$ cat src/rtl/uart_rx_pkg.sv
// uart_rx_pkg: shared types and constants for the UART RX framer.
//   state_e        : frame FSM states (IDLE, DATA, PARITY, STOP)
//   PAR_EVEN/ODD   : encoding of the PAR_TYP input
//   DATA_WIDTH_MIN/MAX : legal range for the data width parameter
package uart_rx_pkg;

    typedef enum logic [1:0] {
        IDLE   = 2'd0,
        DATA   = 2'd1,
        PARITY = 2'd2,
        STOP   = 2'd3
    } state_e;

    localparam logic PAR_EVEN = 1'b0;
    localparam logic PAR_ODD  = 1'b1;

    localparam int DATA_WIDTH_MIN = 5;
    localparam int DATA_WIDTH_MAX = 9;

endpackage

$ cat src/rtl/uart_parity_calc.sv
// uart_parity_calc: combinational expected-parity generator, shared by the
// RX deserializer and the TX serializer.
//   data_i [WIDTH] : data word
//   typ_i          : PAR_EVEN / PAR_ODD
//   par_o          : parity bit a correct frame carries for data_i
module uart_parity_calc
    import uart_rx_pkg::*;
#(
    parameter int WIDTH = 8
) (
    input  logic [WIDTH-1:0] data_i,
    input  logic             typ_i,
    output logic             par_o
);

    // Even parity: bit makes the total count of ones even; odd inverts it.
    assign par_o = (typ_i == PAR_ODD) ? ~(^data_i) : (^data_i);

endmodule

$ cat src/rtl/uart_rx_frame_deser.sv
// uart_rx_frame_deser: UART receive framer / deserializer.
// Consumes one voted bit per bit_strobe, walks start/data/parity/stop,
// and on frame completion emits registered one-cycle pulses.
//   CLK, RST (async, active-low)
//   bit_strobe, sampled_bit : bit from the RX sampler
//   PAR_EN, PAR_TYP         : parity config, latched at each start bit
//   P_DATA      : last good word, held
//   DATA_VALID  : pulse, P_DATA updated
//   PAR_ERR     : pulse, parity mismatch
//   STP_ERR     : pulse, a stop bit sampled low
//   busy        : frame in progress
// Optional build macro UART_RX_FRAME_DESER_MSB_FIRST_EN: data arrives
// MSB-first (first data bit lands in P_DATA[DATA_WIDTH-1]).
module uart_rx_frame_deser
    import uart_rx_pkg::*;
#(
    parameter int DATA_WIDTH = 8,
    parameter int STOP_BITS  = 1
) (
    input  logic                  CLK,
    input  logic                  RST,
    input  logic                  bit_strobe,
    input  logic                  sampled_bit,
    input  logic                  PAR_EN,
    input  logic                  PAR_TYP,
    output logic [DATA_WIDTH-1:0] P_DATA,
    output logic                  DATA_VALID,
    output logic                  PAR_ERR,
    output logic                  STP_ERR,
    output logic                  busy
);

    localparam int CW = $clog2(DATA_WIDTH + 1);
    localparam logic [CW-1:0] DATA_LAST = CW'(DATA_WIDTH - 1);
    localparam logic [CW-1:0] STOP_LAST = CW'(STOP_BITS - 1);

    state_e                state_q, state_d;
    logic [DATA_WIDTH-1:0] shift_q, shift_d, shift_in;
    logic [CW-1:0]         cnt_q, cnt_d;
    logic                  cfg_en_q, cfg_en_d;
    logic                  cfg_typ_q, cfg_typ_d;
    logic                  par_bad_q, par_bad_d;
    logic                  stp_bad_q, stp_bad_d;
    logic [DATA_WIDTH-1:0] pdata_q, pdata_d;
    logic                  dv_q, dv_d;
    logic                  perr_q, perr_d;
    logic                  serr_q, serr_d;
    logic                  busy_q, busy_d;
    logic                  exp_par;
    logic                  stp_fin;

`ifdef UART_RX_FRAME_DESER_MSB_FIRST_EN
    assign shift_in = {shift_q[DATA_WIDTH-2:0], sampled_bit};
`else
    assign shift_in = {sampled_bit, shift_q[DATA_WIDTH-1:1]};
`endif

    uart_parity_calc #(.WIDTH(DATA_WIDTH)) u_par (
        .data_i (shift_q),
        .typ_i  (cfg_typ_q),
        .par_o  (exp_par)
    );

    always_comb begin
        state_d   = state_q;
        shift_d   = shift_q;
        cnt_d     = cnt_q;
        cfg_en_d  = cfg_en_q;
        cfg_typ_d = cfg_typ_q;
        par_bad_d = par_bad_q;
        stp_bad_d = stp_bad_q;
        pdata_d   = pdata_q;
        dv_d      = 1'b0;
        perr_d    = 1'b0;
        serr_d    = 1'b0;
        stp_fin   = stp_bad_q | ~sampled_bit;

        if (bit_strobe) begin
            case (state_q)
                IDLE: begin
                    if (!sampled_bit) begin
                        state_d   = DATA;
                        cnt_d     = '0;
                        cfg_en_d  = PAR_EN;
                        cfg_typ_d = PAR_TYP;
                        par_bad_d = 1'b0;
                        stp_bad_d = 1'b0;
                    end
                end
                DATA: begin
                    shift_d = shift_in;
                    if (cnt_q == DATA_LAST) begin
                        cnt_d   = '0;
                        state_d = cfg_en_q ? PARITY : STOP;
                    end else begin
                        cnt_d = cnt_q + CW'(1);
                    end
                end
                PARITY: begin
                    par_bad_d = (sampled_bit != exp_par);
                    state_d   = STOP;
                end
                STOP: begin
                    stp_bad_d = stp_fin;
                    if (cnt_q == STOP_LAST) begin
                        // Frame completes on this edge; pulses show next cycle.
                        state_d = IDLE;
                        cnt_d   = '0;
                        perr_d  = par_bad_q;
                        serr_d  = stp_fin;
                        if (!par_bad_q && !stp_fin) begin
                            dv_d    = 1'b1;
                            pdata_d = shift_q;
                        end
                    end else begin
                        cnt_d = cnt_q + CW'(1);
                    end
                end
                default: state_d = IDLE;
            endcase
        end

        busy_d = (state_d != IDLE);
    end

    always_ff @(posedge CLK or negedge RST) begin
        if (!RST) begin
            state_q   <= IDLE;
            shift_q   <= '0;
            cnt_q     <= '0;
            cfg_en_q  <= 1'b0;
            cfg_typ_q <= 1'b0;
            par_bad_q <= 1'b0;
            stp_bad_q <= 1'b0;
            pdata_q   <= '0;
            dv_q      <= 1'b0;
            perr_q    <= 1'b0;
            serr_q    <= 1'b0;
            busy_q    <= 1'b0;
        end else begin
            state_q   <= state_d;
            shift_q   <= shift_d;
            cnt_q     <= cnt_d;
            cfg_en_q  <= cfg_en_d;
            cfg_typ_q <= cfg_typ_d;
            par_bad_q <= par_bad_d;
            stp_bad_q <= stp_bad_d;
            pdata_q   <= pdata_d;
            dv_q      <= dv_d;
            perr_q    <= perr_d;
            serr_q    <= serr_d;
            busy_q    <= busy_d;
        end
    end

    assign P_DATA     = pdata_q;
    assign DATA_VALID = dv_q;
    assign PAR_ERR    = perr_q;
    assign STP_ERR    = serr_q;
    assign busy       = busy_q;

endmodule

$ cat config.mk
export PLATFORM = sky130hd
export DESIGN_NAME = uart_rx_frame_deser
export DESIGN_NICKNAME = d
export VERILOG_FILES = /design/src/rtl/uart_rx_pkg.sv /design/src/rtl/uart_parity_calc.sv /design/src/rtl/uart_rx_frame_deser.sv
export SDC_FILE = /design/constraint.sdc
export NUM_CORES = 1
export LEC_CHECK = 0
export ABC_AREA = 1
export BUFFER_PORTS_ARGS = -buffer_cell sky130_fd_sc_hd__buf_2
export CAP_MARGIN = 20
export CORE_UTILIZATION = 35
export CTS_BUF_LIST = sky130_fd_sc_hd__clkbuf_4
export CTS_CLUSTER_SIZE = 40
export DETAILED_ROUTE_END_ITERATION = 10
export REMOVE_ABC_BUFFERS = 1
export SYNTH_ARGS = -nofsm -noshare
export SYNTH_HDL_FRONTEND = slang
export SYNTH_SLANG_ARGS = --single-unit
export TNS_END_PERCENT = 1
$ cat constraint.sdc
create_clock -name CLK -period 1.7 [get_ports CLK]
set_clock_uncertainty 0.15 [all_clocks]
set_input_delay 0.17 -clock CLK [delete_from_list [all_inputs] [get_ports CLK]]
set_output_delay 0.17 -clock CLK [all_outputs]
set_load 0.01 [all_outputs]
Word-level counts from Yosys, hierarchy flattened --
Cells that the tools add are included.
Word-level totals: flip-flop bits (word level) 30, bits in latches 0, memory bits (writable) 0, memory bits (read-only) 0, output and inout port bits 12, logic and storage cells 62, memories kept 0
Cells by class: $add $sub $neg 1, multipliers 0, divide/modulo/power cells 0, $lt $le $gt $ge 0, equality and inequality tests 6, shift-type cells 0, mux-type cells 24, bitwise gates (word level) 3, reduce and logical (&&, ||, !) cells 16
Operators with widths (number):
- $mux 1 | 13
- $mux 4 | 3
- $pmux 4 s3 | 1
- $reduce_and 3->1 | 4
- $mux 2 | 4
- $pmux 2 s4 | 1
- $reduce_xor 8->1 | 1
- $reduce_bool 2->1 | 3
- $add 4x1->4 const B | 1
- $eq 2x2->1 const B | 2
- $eq 4x3->1 const B | 1
- $logic_not 4->1 | 1
- $pmux 1 s2 | 2
- $reduce_and 4->1 | 1
- $reduce_bool 3->1 | 1
- $eq 2x1->1 const B | 1
- $logic_not 1->1 | 2
- $logic_not 2->1 | 1
- $ne 2x2->1 const B | 1
- $not 1->1 | 2
- $reduce_and 2->1 | 1
- $logic_and 1x1->1 | 1
- $ne 1x1->1 | 1
- $or 1x1->1 | 1

Longest topological paths before layout --
depth after elaboration 8, depth in mapped cells 11, depth with buffers taken out 11

Cells and area by module --
From an unflattened synthesis, not the netlist that was laid out.
Second synthesis, totals: cell total of the unflattened synthesis 197, area, all modules 1549.0 um2
By module, submodules not included:
- uart_rx_frame_deser | instances 1, cells an instance 159, area each 1385.1 um2
- uart_parity_calc | instances 1, cells an instance 38, area each 163.9 um2

Least setup slack after synthesis --
No wires, ideal clock.
path type register -> register, from register cnt_q[0], to register pdata_q[6], in the netlist P_DATA[6], library setup time 118 ps, arrival time 1181 ps, data required time 1432 ps, path slack 251 ps, stages on the path, launching flop included 9, buffers on the path 1, path through dfrtp_1 -> inv_1 -> ha_1 -> nand3_1 -> inv_1 -> nand3_2 -> buf_6 -> nand2_2 -> o21ai_2
Between the ends: word-level cells in the longest chain between the ends 2
RTL lines:
- start: declaration | RTL line uart_rx_frame_deser.sv:39 | logic [CW-1:0] cnt_q, cnt_d;
- start signal: assignment | RTL line uart_rx_frame_deser.sv:143 | cnt_q <= cnt_d;
- $logic_not 4->1 | RTL line uart_rx_frame_deser.sv:105 | if (cnt_q == STOP_LAST) begin
- $reduce_and 4->1 (no line)
- end signal: assignment | RTL line uart_rx_frame_deser.sv:148 | pdata_q <= pdata_d;
- end: declaration | RTL line uart_rx_frame_deser.sv:44 | logic [DATA_WIDTH-1:0] pdata_q, pdata_d;
Every way passes these cells. A chain may end at the register's enable or synchronous reset.

Final worst setup path --
from register cnt_q[0], to register pdata_q[0], in the netlist P_DATA[0]
The elaborated chain is that of the path after synthesis.

==> results.toml <==
[setup_path]
crit_path_start_kind = "register"
crit_start = "cnt_q[0]$_DFFE_PN0P_"
max_stage_delay_ns = 0.42
timing.rr.start = "cnt_q[0]$_DFFE_PN0P_"
slowest_stage = "dfrtp_1"
critPathKind = "register to register"
timing.critical_path.buf_inv = 2
crit_fanout = 5
crit_family = "simple AND/OR/NAND/NOR gates"
cp.required_ns = 1.81
cp_data_arrival_time_ns = 1.67
path_cells = "inv_1 -> ha_1 -> nand3_1 -> inv_1 -> nand3_1 -> nor3_1 -> nand2_1 -> nand2_1"
cp-end-kind = "register"

[die]
start_util = 0.3677
io_pins = 18
rows = 23
die_height_um = 67.06
coreArea_sq_um = 4029
dieArea_sq_um = 4497
die_w_um = 67.06

[grt]
antenna_found_initial = 0
grt_pass1_wl_um = 4636
first_global_vias = 1086
gr-total-overflow = 0
grt_max_degree = 31
globalRouteTotalUtil = 0.1400

[timing]
rsz0062_at_grt = "false"
holdWs_ns = 0.03917
slew_headroom = 0.5459
setup_slack_ns = 0.1392
hold_violations = 0
tns_ns = 0
period_share = 0.9181
finalSetupViolCount = 0
max_freq_ghz = 0.6407
post-route-min-period_ns = 1.561
final_max_slew_viol_count = 0
worst_pin_slew_ns = 0.6812

[pwr]
swShare = 0.4037
leakagePower_uw = 0.0009049
p_int_uw = 1666
p_switching_uw = 1128
clkPwrFrac = 0.191
vdd_drop_max_mv = 0.7141
power_frac_seq = 0.417
combinationalPowerShare = 0.392
pwr_density_cell_nw_per_um2 = 1627

[synth]
ys_types = 26
ys_ff_latch = 30
ys_warn_count = 0
netlist_area_sq_um = 1481
syn_avg_cell_area_sq_um = 8.323
muxShareOfSynthArea = 0.007601
synthSimpleGateAreaFrac = 0.2373
synth_compound_area_frac = 0.1292
synth_top_family_by_area = "simple AND/OR/NAND/NOR gates"
synth_xor_area_frac = 0.01774
yosys.area_share.adder = 0.01689
ys_seq_area_frac = 0.5068
syn-instance-count = 178

[detailed_routing]
dr.pass1.iters = 4
drt_wl_total_um = 2675
routed_via_density = 4.474
dr.first_iter.drc_count = 45
ant_nets = 0
wl_per_cell_um = 10.57
drt_drc_violations_left = 0
dr_total_vias = 1132

[cts]
clk_latency_ns = 0.32
numClockSinks = 30
cts_made_buffers = 5
cts_root_buf = "clkbuf_4"
clock_path_buffers = 2
cts_tree = "done"
cts_htree_levels = 2
post-cts-setup-buffer-count = 0
path_clk_slew_ns = 0.09

[flow_run]
maxCapViolCount = 0

[finish]
final_cell_mix = "53 x nand2_1, 30 x dfrtp_1, 26 x inv_1"
drive_above_1_share = 0.1921
nNetsFinal = 211
antennaDiodeCount = 0
area_growth_pct = 15.96
final_common_cell = "nand2_1"
nFillCells = 428

[place]
hpwl_um = 1952
place_congestion = 0.7693
portBuffers = 17
place_ws_ns = 0.1386

[hold_path]
min-delay-start = "bit_strobe"
hold_class = "primary input to register"

[status]
outcome = "complete, no violations"
## final timing paths
| path | to | depth (start not counted) | slack, ns |
|---|---|---|---|
| max | P_DATA[0]$_DFFE_PN0P_ | 8 | 0.14 |
| min | state_q[0]$_DFF_PN0_ | 2 | 0.04 |
| max reg2reg | P_DATA[0]$_DFFE_PN0P_ | 8 | 0.14 |
| min reg2reg | P_DATA[3]$_DFFE_PN0P_ | 2 | 0.34 |
| max in group asynchronous | P_DATA[1]$_DFFE_PN0P_ | 2 | 0.69 |
| min in group asynchronous | P_DATA[5]$_DFFE_PN0P_ | 2 | 0.26 |
## cells in the mapped netlist
master | n | area share
a21oi_1 | 2 | 0.0068
buf_2 | 1 | 0.0034
buf_6 | 1 | 0.0076
clkbuf_1 | 1 | 0.0025
dfrtp_1 | 30 | 0.51
ha_1 | 2 | 0.017
inv_1 | 26 | 0.066
inv_2 | 2 | 0.0051
mux2_2 | 1 | 0.0076
nand2_1 | 53 | 0.13
nand2_2 | 2 | 0.0084
nand3_1 | 11 | 0.037
nand3_2 | 1 | 0.0068
nand4_1 | 2 | 0.0084
nor2_1 | 8 | 0.020
nor2_4 | 1 | 0.0076
nor3_1 | 1 | 0.0034
nor3_4 | 1 | 0.011
o211ai_1 | 1 | 0.0051
o21ai_0 | 18 | 0.061
o21ai_2 | 7 | 0.041
o221ai_1 | 1 | 0.0059
o22ai_1 | 1 | 0.0042
o31ai_1 | 1 | 0.0051
xnor2_1 | 1 | 0.0059
xor2_1 | 2 | 0.012
## metal layers
layer,share of wire,global-route usage
met1,0.51,0.1763
met3,0.036,0.04623
met4,0.0034,0.03191
met5,0,0
met2,0.45,0.2288
## flip-flops by register name, summed over array words and instances, names as in the netlist
| register | count |
|---|---|
| par_bad_q | 1 |
| stp_bad_q | 1 |
| cfg_en_q | 1 |
| busy | 1 |
| DATA_VALID | 1 |
| cnt_q | 4 |
| P_DATA | 8 |
| STP_ERR | 1 |
| shift_q | 8 |
| PAR_ERR | 1 |
| cfg_typ_q | 1 |
| state_q | 2 |
## worst register-to-register path, delay by kind of cell, from the launching register on
kind	cells	cell delay, ns
AND/OR/NAND/NOR	5	0.60
adder cells (fa/ha/maj)	1	0.13
flip-flops	1	0.42
buffers and inverters	2	0.20
## stage by stage
step,total power [uW],std cells,util,area (sq um)
finish,2795,253,0.4264,1718
global route,3086,253,0.4264,1718
CTS,2829,253,0.4264,1718
detailed placement,2280,243,0.4012,1617
global placement,2257,243,0.4012,1617
floorplan,1987,175,-,1461
## kinds of logic (layout without fill, tap and decap cells)
group                      after synthesis  after routing
buffers and inverters                   31             56
and+or+nand+nor                         80             80
muxes                                    1              1
adders and majority gates                2              2
AOI/OAI and AO/OA                       31             31
xor gates and xnor gates                 3              3
DFF                                     30             30
## timing repair
action / 4_1_cts / 5_1_grt
endpoints found under the hold margin: 32 / 0
endpoints found under the setup margin: 0 / 3
hold buffers: 3 / 0
gates resized for setup: 0 / 1
## final cells by class
| cell class | instances | area (sq um) | area share |
|---|---|---|---|
| tap | 50 | 62.56 | 0.03642 |
| multi-input combinational | 117 | 605.6 | 0.3525 |
| clock inverter | 2 | 33.78 | 0.01966 |
| timing repair buffer | 21 | 122.6 | 0.07138 |
| sequential | 30 | 750.7 | 0.4370 |
| inverter | 28 | 105.1 | 0.06118 |
| clock buffer | 5 | 37.54 | 0.02185 |
## power groups by stage
stage                     sequential, uW  clock (uW)  combinational, uW
after floorplan                     1170           0                813
after global placement              1180           0               1080
after detailed placement            1180           0               1100
after CTS                           1170         552               1110
after global routing                1200         586               1300
final                               1160         534               1100
(Power assumes the default switching activity.)
